--- config.mk ---
export PLATFORM = sky130hd
export DESIGN_NAME = sys_ram_dp
export DESIGN_NICKNAME = d
export VERILOG_FILES = /design/src/rtl/drone_mem_pkg.sv /design/src/rtl/sys_ram_array.sv /design/src/rtl/sys_ram_dp.sv
export SDC_FILE = /design/constraint.sdc
export NUM_CORES = 2
export LEC_CHECK = 0
export CAP_MARGIN = 25
export CORE_ASPECT_RATIO = 1.4
export CORE_MARGIN = 3
export CORE_UTILIZATION = 57
export DETAILED_ROUTE_END_ITERATION = 12
export DONT_BUFFER_PORTS = 1
export GPL_ROUTABILITY_DRIVEN = 0
export PLACE_DENSITY = 0.71
export SLEW_MARGIN = 20
export SYNTH_ARGS = -nofsm -noshare
export SYNTH_HDL_FRONTEND = slang
export SYNTH_HIERARCHICAL = 1
export SYNTH_SLANG_ARGS = --single-unit
--- constraint.sdc ---
create_clock -name clk_system -period 5 [get_ports clk_system]
set_input_delay 1 -clock clk_system [delete_from_list [all_inputs] [get_ports clk_system]]
set_output_delay 1 -clock clk_system [all_outputs]
set_load 0.02 [all_outputs]
--- src/rtl/drone_mem_pkg.sv ---
// Shared types and limits for the flight-controller system RAM family.
package drone_mem_pkg;

  typedef enum logic [0:0] {
    ST_CLEAR = 1'b0,
    ST_READY = 1'b1
  } ram_state_t;

  localparam int RAM_DEF_DATA_W = 8;
  localparam int RAM_DEF_ADDR_W = 8;

  localparam int RAM_MIN_RD_LAT = 1;
  localparam int RAM_MAX_RD_LAT = 2;

  function automatic bit ram_params_ok(input int rd_latency, input int depth, input int addr_w);
    return (rd_latency >= RAM_MIN_RD_LAT) && (rd_latency <= RAM_MAX_RD_LAT) &&
           (depth >= 1) && (longint'(depth) <= (longint'(1) << addr_w));
  endfunction

endpackage

--- src/rtl/sys_ram_array.sv ---
// Bare inferable RAM: one write port, one registered read port (1 cycle).
// Read output holds while re=0; WRITE_FIRST selects new or old data on same-address collision.
module sys_ram_array #(
  parameter int DATA_W      = 8,
  parameter int IDX_W       = 8,
  parameter int DEPTH       = 256,
  parameter int WRITE_FIRST = 1
) (
  input  logic              clk,
  input  logic              we,
  input  logic [IDX_W-1:0]  waddr,
  input  logic [DATA_W-1:0] wdata,
  input  logic              re,
  input  logic [IDX_W-1:0]  raddr,
  output logic [DATA_W-1:0] rdata
);

  logic [DATA_W-1:0] mem [DEPTH];

  always_ff @(posedge clk) begin
    if (we) begin
      mem[waddr] <= wdata;
    end
  end

  if (WRITE_FIRST != 0) begin : g_write_first
    always_ff @(posedge clk) begin
      if (re) begin
        rdata <= (we && (waddr == raddr)) ? wdata : mem[raddr];
      end
    end
  end else begin : g_read_first
    always_ff @(posedge clk) begin
      if (re) begin
        rdata <= mem[raddr];
      end
    end
  end

endmodule

--- src/rtl/sys_ram_dp.sv ---
// Simple-dual-port system RAM with clear-after-reset, range checks and 1/2-cycle read latency.
// No backpressure: one read and one write per cycle; accesses are dropped while busy.
module sys_ram_dp
  import drone_mem_pkg::*;
#(
  parameter int DATA_W         = RAM_DEF_DATA_W,
  parameter int ADDR_W         = RAM_DEF_ADDR_W,
  parameter int DEPTH          = 256,
  parameter int RD_LATENCY     = 1,
  parameter int WRITE_FIRST    = 1,
  parameter int CLEAR_ON_RESET = 1
) (
  input  logic              clk_system,
  input  logic              reset,
  input  logic [ADDR_W-1:0] rd_addr,
  input  logic              rd,
  input  logic [ADDR_W-1:0] wr_addr,
  input  logic              wr,
  input  logic [DATA_W-1:0] wr_data,
  output logic [DATA_W-1:0] rd_data,
  output logic              rd_valid,
  output logic              busy,
  output logic              err_oob
);

  localparam int              IDX_W    = (DEPTH > 1) ? $clog2(DEPTH) : 1;
  localparam logic [ADDR_W:0] DEPTH_V  = (ADDR_W + 1)'(DEPTH);
  localparam logic [IDX_W-1:0] LAST_IDX = IDX_W'(DEPTH - 1);

  always_ff @(posedge clk_system) begin
    assert (ram_params_ok(RD_LATENCY, DEPTH, ADDR_W))
      else $fatal(1, "sys_ram_dp: RD_LATENCY must be 1..2 and DEPTH 1..2**ADDR_W");
  end

  ram_state_t       state, state_nxt;
  logic [IDX_W-1:0] clr_addr, clr_addr_nxt;

  always_ff @(posedge clk_system) begin
    if (reset) begin
      state    <= (CLEAR_ON_RESET != 0) ? ST_CLEAR : ST_READY;
      clr_addr <= '0;
    end else begin
      state    <= state_nxt;
      clr_addr <= clr_addr_nxt;
    end
  end

  always_comb begin
    state_nxt    = state;
    clr_addr_nxt = clr_addr;
    if (state == ST_CLEAR) begin
      clr_addr_nxt = clr_addr + IDX_W'(1);
      if (clr_addr == LAST_IDX) begin
        state_nxt    = ST_READY;
        clr_addr_nxt = '0;
      end
    end
  end

  logic ready, acc_en, rd_acc, wr_acc, rd_oob, wr_oob;

  assign ready  = (state == ST_READY);
  assign busy   = ~ready;
  assign acc_en = ready & ~reset;
  assign rd_acc = acc_en & rd;
  assign wr_acc = acc_en & wr;
  // Full-width compare so that DEPTH == 2**ADDR_W can never flag.
  assign rd_oob = ({1'b0, rd_addr} >= DEPTH_V);
  assign wr_oob = ({1'b0, wr_addr} >= DEPTH_V);

  logic              arr_we, arr_re;
  logic [IDX_W-1:0]  arr_waddr;
  logic [DATA_W-1:0] arr_wdata, arr_rdata;

  always_comb begin
    arr_we    = wr_acc & ~wr_oob;
    arr_waddr = wr_addr[IDX_W-1:0];
    arr_wdata = wr_data;
    if (state == ST_CLEAR) begin
      arr_we    = 1'b1;
      arr_waddr = clr_addr;
      arr_wdata = '0;
    end
  end

  assign arr_re = rd_acc & ~rd_oob;

  sys_ram_array #(
    .DATA_W      (DATA_W),
    .IDX_W       (IDX_W),
    .DEPTH       (DEPTH),
    .WRITE_FIRST (WRITE_FIRST)
  ) u_array (
    .clk   (clk_system),
    .we    (arr_we),
    .waddr (arr_waddr),
    .wdata (arr_wdata),
    .re    (arr_re),
    .raddr (rd_addr[IDX_W-1:0]),
    .rdata (arr_rdata)
  );

  // s1_sel picks the array output or zero (last read was out of range / after reset);
  // the array register itself holds between reads, so this also holds rd_data.
  logic              s1_vld, s1_err, s1_sel;
  logic [DATA_W-1:0] s1_data;

  always_ff @(posedge clk_system) begin
    if (reset) begin
      s1_vld <= 1'b0;
      s1_err <= 1'b0;
      s1_sel <= 1'b0;
    end else begin
      s1_vld <= rd_acc;
      s1_err <= (rd_acc & rd_oob) | (wr_acc & wr_oob);
      if (rd_acc) begin
        s1_sel <= ~rd_oob;
      end
    end
  end

  assign s1_data = s1_sel ? arr_rdata : '0;

  if (RD_LATENCY == 2) begin : g_lat2
    always_ff @(posedge clk_system) begin
      if (reset) begin
        rd_data  <= '0;
        rd_valid <= 1'b0;
        err_oob  <= 1'b0;
      end else begin
        rd_valid <= s1_vld;
        err_oob  <= s1_err;
        if (s1_vld) begin
          rd_data <= s1_data;
        end
      end
    end
  end else begin : g_lat1
    assign rd_data  = s1_data;
    assign rd_valid = s1_vld;
    assign err_oob  = s1_err;
  end

endmodule

## After elaboration in Yosys (flattened, before gate mapping)

Memory sizes are Yosys's and may differ from the RTL's. A register that Yosys moved wholly into a read port is not among the register bits.
Index checks and enable logic that the tools add are counted.
Widths: inputs -> output; s select.

- $add $sub $neg: 1
- $mul: 0
- Divide/modulo/power cells: 0
- $lt $le $gt $ge: 0
- Eq/ne operators: 1
- Shifts and indexed selects: 0
- Mux-type cells: 9
- Bitwise operators: 5
- Reductions and logical operators: 0

Operator list:

| cell | count |
|---|---|
| $mux 8 | 4 |
| $add 8x1->8 const B | 1 |
| $eq 8x8->1 const B | 1 |
| $mux 1 | 5 |
| $and 1x1->1 | 3 |
| $not 1->1 | 2 |

- Bits in registers: 11
- Bits in latches: 0
- Memory bits (writable): 2048
- Bits in read-only memories: 0
- Input bits: 28
- Output and inout bits: 11
- Memories: 1

Memories:

| name | depth | bits a word | rd ports | clocked after memory_dff | wr ports | RTL line | text |
|---|---|---|---|---|---|---|---|
| u_array.mem | 256 | 8 | 1 | 1 | 1 | sys_ram_array.sv:18 | `logic [DATA_W-1:0] mem [DEPTH];` |

## Longest topological paths before layout

- Depth in word-level cells: 6
- Gate-level depth with buffers: 12
- Mapped depth without buffers: 7

## Cells and area by module

Netlist, hierarchy kept.

Modules (own cells, without submodules):

| module | instances | cells an instance | area each (um^2) | sequential area each (um^2) |
|---|---|---|---|---|
| sys_ram_array | 1 | 4007 | 79832.8 | 61739.2 |
| sys_ram_dp | 1 | 80 | 728.2 | 220.2 |

## Worst setup path after synthesis

Ideal clock, no wire load.

- Path kind: input-to-reg
- Start: in wr_data[0]
- End: mem u_array.mem[0][0], data pin
- Arrival time: 4243 ps
- Data required time: 4130 ps
- Path slack: -113 ps
- Stages on the path: 1
- Path buffers: 0
- Cells stage by stage: and2_1

- Cells in the longest elaborated chain, start to end: 1

Ends and longest elaborated chain:

| what | RTL line | text |
|---|---|---|
| start, declared | sys_ram_dp.sv:19 | `input logic [DATA_W-1:0] wr_data,` |
| $mux 8 | sys_ram_dp.sv:79 | `if (state == ST_CLEAR) begin` |
| end, declared | sys_ram_array.sv:18 |  |

Every way passes these cells.

==> impl_metrics.yaml <==
clock_network:
  htree_num_levels: 4
  cts_buffer_depth: 3
  cts.hold.buffers_added: 0
  tritoncts: "built"
  cts_setup_buffers: 0
  clock-root-buffer: "clkbuf_16"
  tritoncts.num_buffers: 181
  cts_sinks: 2067
  clk-insertion-delay-late_ns: 0.81
  clkTransAtPathRegs_ns: 0.06
  post_cts_resize_count: 0
layout:
  drive_above_1_share: 0.176
  fin_nets: 4172
  layout_common_cells: "edfxtp_1, mux4_2, mux2i_1"
  syn_to_final_growth_pct: 9.89
  final_common_cell: "edfxtp_1"
  fin_cells: 6093
floorplanning:
  core.rowCount: 162
  die_area_um2: 146000
  initial_core_util: 0.576
  die_h_um: 451
  io_pins: 39
  die_x_um: 324
  core-area_um2: 140000
sta:
  rsz0062_at_grt: "false"
  period_share: 0.851
  hold_viol: 0
  relSlewSlack: 0.239
  slew_violations: 0
  whs_ns: 0.248
  tightest_slew_ns: 1.14
  setup_viol: 0
  fmax_ghz: 0.235
  tns_ns: 0
  finClkSkew_ns: 0.0278
  setup_ws_ns: 0.743
  finalCriticalPeriod_ns: 4.26
synthesis:
  synth_top_family_by_area: "multiplexers"
  synth-seq-cells: 2067
  synth.area.top_cells: "edfxtp_1, mux4_2, mux2i_1"
  yosysSeqAreaShare: 0.769
  synth_area_um2: 80600
  synth_mux_area_frac: 0.138
  yosys.area.top_type: "edfxtp_1"
  synth_top_area_frac: 0.766
  synth_compound_area_frac: 0.0425
  yosys_warnings: 6
  syn_nets: 4116
  synth_cell_types: 59
  ys_async_sr_fraction: 0
  synth_edf_count: 2056
  synth_xor_area_frac: 0.00120
  synthAdderAreaFrac: 0.000155
  syn_area_per_cell_um2: 19.7
  synthFlopType: "edfxtp_1"
  postSynthCellCount: 4087
  yosys.area_share.simple: 0.0325
route:
  drc: 0
  dr_total_vias: 40800
  ant_nets: 0
  wl_mm: 194
  drt_pass1_iterations: 5
  wl_per_cell_um: 31.8
  viasPerCell: 6.70
  drt_iter0_drc: 5313
critical_path:
  critPathCaptureType: "flip-flop"
  crit_required_ns: 5.53
  crit_top_cell: "buf_16"
  slowest_delay_ns: 0.68
  worstPathArrival_ns: 4.79
  crit_type: "input port to flip-flop"
  crit_path_start_kind: "input port"
  path_cells: "buf_16, buf_16, mux4_2, o21ai_0, nand4_1, a22oi_1, a31o_2, a21oi_1"
  cp_slowest_cell: "buf_16"
  cp_max_fo: 133
placed_design:
  pre_cts_slack_ns: 0.919
  dpl.cell_count: 5755
  hpwl_mm: 119
  portBuffers: 0
global_routing:
  grt_usage: 0.269
  grt_max_degree: 693
  grt_pass1_vias: 40200
  grt_first_pass_wirelength_mm: 282
  antenna_found_initial: 10
  gr-total-overflow: 0
job:
  cap_viol_max_count: 0
power:
  irDropWorstVdd_v: 0.000324
  leakagePower_nw: 29.9
  power_density_nw_per_um2: 378
worst_hold_path:
  min_path_type: "input port to flip-flop"
status:
  status: "finished, final reports clean"
## Yosys cell counts, types with 8 or more instances
library cell  number
mux2i_1          316
buf_6             12
nor3_1            41
buf_1             20
or4_1              8
edfxtp_1        2056
o22ai_1           65
o21ai_0           64
nor2_1           299
xor2_1             8
a211oi_1          43
mux4_2           350
a221oi_1          59
buf_4             44
or3_1              9
a22oi_1           98
o31ai_1           11
and2_1            20
nand3_1           40
buf_2             53
nand2_1           82
dfxtp_1           11
a21oi_1           75
o221ai_1          39
clkbuf_1         127
mux2_2             8
nand4_1           27
nor2b_1           31
## layout make-up
cell class | instances | area [µm²]
inverter | 9 | 33.8
timing repair buffer | 129 | 1230
tap | 1804 | 2260
antenna | 3 | 7.51
clock inverter | 89 | 793
multi-input combinational | 1755 | 17300
clock buffer | 237 | 4910
fill | 9291 | 51300
sequential | 2067 | 62000
## critical path: cells and delay by family
kind            cells  cell delay (ns)
compound gates      4             1.25
buf+inv             2             1.32
mux                 1             0.61
simple gates        1             0.21
## final timing paths
path	cells past startpoint	slack (ns)	to	start
setup / recovery	8	0.74	u_array/rdata[3]	rd_addr[0]
hold / removal	1	0.25	ready	reset
setup reg to reg	5	0.97	u_array/mem[224][2]	ready
hold reg to reg	2	0.50	clr_addr[6]	clr_addr[6]
## cells by family after synthesis
logic type / Yosys count
mux: 674
other cells: 1
compound gates: 491
xor+xnor: 11
flops: 2067
simple gates: 577
buf+inv: 265
fa+ha+maj: 1
## where the power goes
group	switching [mW]	internal [mW]
sequential	0.0140	18.8
combinational	0.671	0.473
clock	6.03	7.53
total	6.71	26.8
## state kept, by name (all words and copies together) (netlist names)
| name | cells |
|---|---|
| clr_addr | 8 |
| rd_valid | 1 |
| s1_sel | 1 |
| ready | 1 |
| u_array/mem | 2048 |
| u_array/rdata | 8 |
## through the flow
stage	total power, mW	utilization	instance area [µm²]
floorplan	20.0	-	80600
global placement	20.1	0.591	82600
detailed placement	20.1	0.591	82600
CTS	33.5	0.632	88300
global route	34.4	0.633	88500
finish	33.5	0.633	88500
## per-layer routing
metal	share of wire	up-vias	routed length (µm)	track usage
met1	0.36	21300	69100	0.352
met5	0.00031	-	60	0
met3	0.092	476	17900	0.0565
met2	0.50	2084	96800	0.437
li1	-	17000	-	-
met4	0.053	8	10200	0.124
(Power assumes the default switching activity.)
